## src/rtl/phy_tx_serializer.sv

```systemverilog
// -----------------------------------------------------------------------------
// phy_tx_serializer
//
// Transmit-side PHY serializer. Four 8-bit lanes each own a one-byte buffer.
// The buffered bytes are multiplexed round-robin (lane 0,1,2,3,0,...) into a
// single byte stream that leaves MSB-first on data_out, one bit per clk_32f.
// After reset the block first emits four COM characters (the first one is the
// byte reset itself loads). After that it fills each lane slot with the lane's
// buffered byte, or with IDLE when that lane's buffer is empty.
//
// Ports
//   clk_32f               in   bit clock, all state updates on its rising edge
//   rst                   in   synchronous reset, active-high
//   data_in_0..3   [7:0]  in   lane bytes
//   valid_in_0..3         in   lane byte offered
//   ready_0..3            out  lane buffer empty (accept = valid_in && ready)
//   data_out              out  serial bit, MSB-first, straight from a flop
//   tx_active             out  high once the COM preamble has been sent
// -----------------------------------------------------------------------------
module phy_tx_serializer #(
  parameter logic [7:0] COM  = 8'hBC,
  parameter logic [7:0] IDLE = 8'h7C
) (
  input  logic       clk_32f,
  input  logic       rst,
  input  logic [7:0] data_in_0,
  input  logic [7:0] data_in_1,
  input  logic [7:0] data_in_2,
  input  logic [7:0] data_in_3,
  input  logic       valid_in_0,
  input  logic       valid_in_1,
  input  logic       valid_in_2,
  input  logic       valid_in_3,
  output logic       ready_0,
  output logic       ready_1,
  output logic       ready_2,
  output logic       ready_3,
  output logic       data_out,
  output logic       tx_active
);

  typedef enum logic {
    ST_INIT = 1'b0,
    ST_RUN  = 1'b1
  } state_t;

  // Registers
  state_t          r_state;
  logic [7:0]      r_sr;
  logic [2:0]      r_bit_cnt;
  logic [1:0]      r_com_cnt;
  logic [1:0]      r_lane_cnt;
  logic [3:0][7:0] r_buf;
  logic [3:0]      r_full;

  // Combinational
  state_t          w_state_nxt;
  logic [3:0][7:0] w_data_in;
  logic [3:0]      w_valid;
  logic [3:0]      w_accept;
  logic [3:0]      w_consume;
  logic            w_load;
  logic            w_serve;
  logic            w_com_inc;
  logic [7:0]      w_slot_byte;
  logic [7:0]      w_load_byte;

  assign w_data_in = {data_in_3, data_in_2, data_in_1, data_in_0};
  assign w_valid   = {valid_in_3, valid_in_2, valid_in_1, valid_in_0};

  // A full lane never accepts, so accept and consume are disjoint per lane.
  assign w_accept  = w_valid & ~r_full;

  // Byte boundary: the edge that ends bit 7 loads the next byte.
  assign w_load    = (r_bit_cnt == 3'd7);

  // Candidate byte for the lane currently being served.
  assign w_slot_byte = r_full[r_lane_cnt] ? r_buf[r_lane_cnt] : IDLE;

  // ---------------------------------------------------------------------------
  // FSM: next state and byte selection
  // ---------------------------------------------------------------------------
  always_comb begin
    // NOTE: every signal driven here gets a default first so no path through
    // the block can leave it unassigned and infer a latch.
    w_state_nxt = r_state;
    w_serve     = 1'b0;
    w_com_inc   = 1'b0;
    w_load_byte = COM;
    w_consume   = '0;

    if (w_load) begin
      case (r_state)
        ST_INIT: begin
          if (r_com_cnt != 2'd3) begin
            w_com_inc = 1'b1;
          end else begin
            // Last preamble byte done; lane_cnt is still 0 here, so the first
            // RUN slot serves lane 0.
            w_state_nxt = ST_RUN;
            w_serve     = 1'b1;
          end
        end
        ST_RUN: begin
          w_serve = 1'b1;
        end
      endcase
    end

    if (w_serve) begin
      w_load_byte            = w_slot_byte;
      w_consume[r_lane_cnt]  = r_full[r_lane_cnt];
    end
  end

  // ---------------------------------------------------------------------------
  // FSM: state register
  // ---------------------------------------------------------------------------
  always_ff @(posedge clk_32f) begin
    // NOTE: sequential state uses non-blocking assignments so every flop
    // samples pre-edge values regardless of statement order.
    if (rst) begin
      r_state <= ST_INIT;
    end else begin
      r_state <= w_state_nxt;
    end
  end

  // ---------------------------------------------------------------------------
  // Serializer datapath and counters
  // ---------------------------------------------------------------------------
  always_ff @(posedge clk_32f) begin
    if (rst) begin
      // The COM loaded here is the first of the four preamble characters, and
      // any byte in flight is truncated.
      r_sr       <= COM;
      r_bit_cnt  <= 3'd0;
      r_com_cnt  <= 2'd0;
      r_lane_cnt <= 2'd0;
    end else begin
      r_bit_cnt <= r_bit_cnt + 3'd1;
      if (w_load) begin
        r_sr <= w_load_byte;
      end else begin
        r_sr <= {r_sr[6:0], 1'b0};
      end
      if (w_com_inc) begin
        r_com_cnt <= r_com_cnt + 2'd1;
      end
      if (w_serve) begin
        r_lane_cnt <= r_lane_cnt + 2'd1;
      end
    end
  end

  // ---------------------------------------------------------------------------
  // Lane buffers
  // ---------------------------------------------------------------------------
  always_ff @(posedge clk_32f) begin
    if (rst) begin
      // NOTE: the byte buffers are cleared along with their full flags; only
      // the flags matter functionally, but clearing both keeps stale lane data
      // from surviving a reset anywhere in the block.
      r_buf  <= '0;
      r_full <= '0;
    end else begin
      for (int i = 0; i < 4; i++) begin
        if (w_accept[i]) begin
          r_buf[i]  <= w_data_in[i];
          r_full[i] <= 1'b1;
        end else if (w_consume[i]) begin
          r_full[i] <= 1'b0;
        end
      end
    end
  end

  // Outputs
  assign data_out  = r_sr[7];
  assign tx_active = (r_state == ST_RUN);
  assign ready_0   = ~r_full[0];
  assign ready_1   = ~r_full[1];
  assign ready_2   = ~r_full[2];
  assign ready_3   = ~r_full[3];

endmodule
```

## config.mk

```make
export PLATFORM = sky130hd
export DESIGN_NAME = phy_tx_serializer
export DESIGN_NICKNAME = d
export VERILOG_FILES = /design/src/rtl/phy_tx_serializer.sv
export SDC_FILE = /design/constraint.sdc
export NUM_CORES = 1
export LEC_CHECK = 0
export ABC_CLOCK_PERIOD_IN_PS = 3610
export CORE_ASPECT_RATIO = 1.1
export CORE_MARGIN = 2
export CORE_UTILIZATION = 50
export DETAILED_ROUTE_END_ITERATION = 7
export GPL_TIMING_DRIVEN = 1
export HOLD_SLACK_MARGIN = 0.03
export PLACE_DENSITY = 0.77
export SYNTH_ARGS = -nofsm -noshare
export SYNTH_HDL_FRONTEND = slang
export SYNTH_SLANG_ARGS = --single-unit
export TNS_END_PERCENT = 100
```

## constraint.sdc

```tcl
create_clock -name clk_32f -period 3.61 [get_ports clk_32f]
set_input_delay 0.9025 -clock clk_32f [delete_from_list [all_inputs] [get_ports clk_32f]]
set_output_delay 0.9025 -clock clk_32f [all_outputs]
set_load 0.03 [all_outputs]
```

# ---- After elaboration in Yosys (flattened, before gate mapping)
# Index checks and enable logic that the tools add are counted.
# W data, S select, Z words.
dict set report totals {
  out_inout_bits 6
  register_bits 52
  in_bits 38
}
dict set report classes {
  eq_ne 2
  order_cmp 2
  n_mux 25
  reduce_logical 6
  n_addsub 3
  bitwise 11
}
# cell count
set ops {}
lappend ops {{$mux W8} 4}
lappend ops {{$bmux W8 S2} 1}
lappend ops {{$mux W1} 16}
lappend ops {{$and A4 B4 Y4} 2}
lappend ops {{$not A1 Y1} 8}
lappend ops {{$reduce_bool A2 Y1} 4}
lappend ops {{$add A2 B1 Y2 const B} 2}
lappend ops {{$mux W4} 1}
lappend ops {{$not A4 Y4} 1}
lappend ops {{$reduce_or A4 Y1} 1}
lappend ops {{$add A3 B1 Y3 const B} 1}
lappend ops {{$eq A3 B3 Y1 const B} 1}
lappend ops {{$lt A2 B3 Y1 const B} 1}
lappend ops {{$bmux W1 S2} 1}
lappend ops {{$demux W1 S2} 1}
lappend ops {{$ge A2 B1 Y1 const B} 1}
lappend ops {{$ne A2 B2 Y1 const B} 1}
lappend ops {{$pmux W1 S2} 1}
lappend ops {{$logic_and A1 B1 Y1} 1}

# ---- Logic depth before layout (Yosys ltp)
dict set report depth {
  ltp_word 8
  mapped_depth 6
}

# ---- Worst setup path after synthesis
# Ideal clock, no wire load.
dict set report synth_timing {
  path_type {input to register}
  from {input rst}
  to {register r_sr[6]}
  path_slack_ps 1970
  required_ps 3522
  setup_ps 88
  path_stages 3
  t_arrival_ps 1553
  n_path_buf 1
  cell_sequence {clkbuf_1 -> or3b_2 -> o31ai_1}
}
# item line_no
set synth_lines {}
lappend synth_lines {{start, declared} 25} ;# input logic rst,
lappend synth_lines {{end signal, assigned} 143} ;# r_sr <= w_load_byte;
lappend synth_lines {{end signal, assigned} 145} ;# r_sr <= {r_sr[6:0], 1'b0};
lappend synth_lines {{end, declared} 49} ;# logic [7:0] r_sr;

# ---- Final worst setup path
dict set report layout_timing {
  from {register r_state (netlist: tx_active)}
  to {output tx_active}
}
# item line_no
set layout_lines {}
lappend layout_lines {{start, declared} 48} ;# state_t r_state;
lappend layout_lines {{start signal, assigned} 125} ;# r_state <= w_state_nxt;
lappend layout_lines {{end, declared} 39} ;# output logic tx_active
# No word-level cell between the ends.

==> results.py <==
metrics = {
    "run_status": {
        "status": "complete, no violations",
    },
    "synthesis": {
        "ys_top_cells_by_count": "52 x dfxtp_1, 46 x nor2_1, 33 x mux2i_1",
        "async_flop_share_pct": 0,
        "yosysWarnings": 0,
        "synth_edf_count": 0,
        "yosys.area.top_type": "dfxtp_1",
        "synth.net_count": 250,
        "syn_area_sq_mm": 0.00217,
        "ys_ff_latch": 52,
        "syn_inst": 205,
        "synthMostInstantiatedCell": "dfxtp_1",
        "ys_types": 25,
        "syn_avg_cell_area_sq_um": 10.6,
        "synth_top_area_share_pct": 47.9,
        "yosys-top-cells-area": "dfxtp_1 48%, mux2i_1 15%, mux4_2 9.3%",
        "ys.flop_type": "dfxtp_1",
        "synth_seq_area_share_pct": 47.9,
    },
    "clock_tree": {
        "postCtsSetupBuffers": 0,
        "ctsHtreeMaxLevel": 2,
        "cts_made_buffers": 5,
        "clock_path_buffers": 2,
        "hold_buffers": 0,
        "cts_resized": 0,
        "numClockSinks": 52,
        "clk_pin_slew_worst_paths_ps": 90,
        "insertion_delay_ps": 310,
        "cts_tree": "built",
        "cts-root-buf": "clkbuf_8",
    },
    "timing": {
        "grt_setup_unrepaired": "no",
        "max_slew_margin_pct": 50.5,
        "skew_ps": 5.15,
        "fmax_mhz": 434,
        "fin_crit_ps": 2310,
        "period_share_pct": 63.9,
        "tightest_slew_ps": 742,
        "slew_violations": 0,
        "hold-worst-slack_ps": 447,
        "timing_hold_violations_final": 0,
        "setup_tns_ps": 0,
        "setup_viol": 0,
    },
    "grt": {
        "grt_max_degree": 32,
        "grt_pass1_vias": 1479,
        "gr-total-overflow": 0,
        "grt_pass1_wl_mm": 7.14,
        "antenna_found_initial": 0,
        "grt_usage_pct": 20.2,
    },
    "finish": {
        "nNetsFinal": 292,
        "stdcell_count": 302,
        "diodes": 0,
        "postLayoutCoreUtil_pct": 64.4,
        "syn2layout_area_growth_pct": 26.1,
        "layout-drive-gt1-share_pct": 10.1,
    },
    "placed_design": {
        "place_hpwl_mm": 3.07,
        "port_buffers": 43,
        "place.gp.congestion": 0.726,
        "dp.cells": 294,
    },
    "worst_setup_path": {
        "cp.depth": 1,
        "endpoint_kind": "output pin",
        "critPathMaxFanout": 5,
        "max_stage_delay_ps": 690,
        "path_class": "reg -> out",
        "crit_chain": "clkdlybuf4s50_1",
        "cp.required_ps": 2710,
        "cp-start-kind": "flop",
        "cp.arrival_ps": 1400,
        "slowest_stage": "clkdlybuf4s50_1",
        "rr_worst_depth": 3,
        "crit_buf_inv": 1,
        "cp_top_family": "buffers and inverters",
    },
    "drt": {
        "num_vias": 1547,
        "drcViolationCount": 0,
        "wl_per_cell_microns": 14.8,
        "ant_nets": 0,
        "wl_mm": 4.46,
        "vias_per_cell": 5.12,
        "drt_iter0_markers": 91,
        "first_pass_iters": 4,
    },
    "die": {
        "design.core.area_sq_mm": 0.00425,
        "fp.dieW_microns": 66.9,
        "die_h_microns": 73.1,
        "floorplan.io_pins": 44,
        "design.die.area_sq_mm": 0.00489,
        "num_rows": 25,
        "start_util_pct": 51.1,
    },
    "job": {
        "drv_cap": 0,
    },
    "power_and_ir_drop": {
        "power_density_mw_per_mm2": 408,
        "vdd_ir_drop_max_mv": 0.266,
        "p_leak_nw": 1.09,
        "total_power_w": 0.00112,
    },
    "worst_hold_path": {
        "hp-class": "reg -> reg",
        "holdPathStages": 1,
    },
}
-- metal layers --
layer  part of all wire, %  up-vias  GRT usage (%)
met1                    43      719           25.6
met3                   3.9        6           4.78
met5                     0        -              0
met4                   1.7        0           7.71
met2                    51       40           33.2
li1                      -      782              -
-- cell families (layout without fill, tap and decap cells) --
logic type	count (synthesis)	after routing	synth area share, %
simple gates	68	68	14.2
buf+inv	19	62	3.80
compound gates	16	16	5.18
flops	52	52	47.9
mux	42	42	24.5
fa+ha+maj	7	7	4.03
xor+xnor	1	1	0.403
-- stage by stage --
step / area (sq um) / setup slack (ps)
final: 2740 / 1300
after global routing: 2740 / 1250
after CTS: 2740 / 1300
after detailed placement: 2640 / 1170
after global placement: 2640 / 1180
after floorplan: 2170 / 1970
-- power by group --
group          switching (W)  total, W  internal (W)
Clock               0.000192  0.000349      0.000157
Sequential         0.0000171  0.000621      0.000604
Combinational      0.0000607  0.000147     0.0000860
-- cells in the final DEF, fill, tap and decap left out, types with 5 or more instances in the layout --
master	count
nor2b_1	7
clkdlybuf4s50_1	42
dfxtp_1	52
clkbuf_8	6
ha_1	7
nor2_1	46
mux4_2	9
mux2i_1	33
buf_4	5
nor3b_1	5
inv_1	6
-- flip-flops by register name, indices dropped and copies added (netlist names) --
name and cells:
r_full 4, r_com_cnt 2, r_lane_cnt 2, r_buf 32, tx_active 1, r_sr 8
r_bit_cnt 3
-- final timing paths --
path	slack, ps	end	startpoint
worst min-delay path	450	r_bit_cnt[0]$_SDFF_PP0_	r_bit_cnt[0]$_SDFF_PP0_
worst max register to register	1560	r_full[2]$_SDFFE_PP0P_	r_lane_cnt[0]$_SDFFE_PP0P_
worst max-delay path	1300	tx_active	tx_active$_SDFFE_PP0N_
worst min register to register	450	r_bit_cnt[0]$_SDFF_PP0_	r_bit_cnt[0]$_SDFF_PP0_
-- layout make-up --
cell class	count	area, sq um
clock inverters	2	13.8
clock buffers	6	82.6
inverters	6	22.5
well taps	54	67.6
multi-input cells	134	1050
fillers	376	1510
flip-flops and latches	52	1040
repair buffers	48	463
Power figures use the tool's default switching activity.
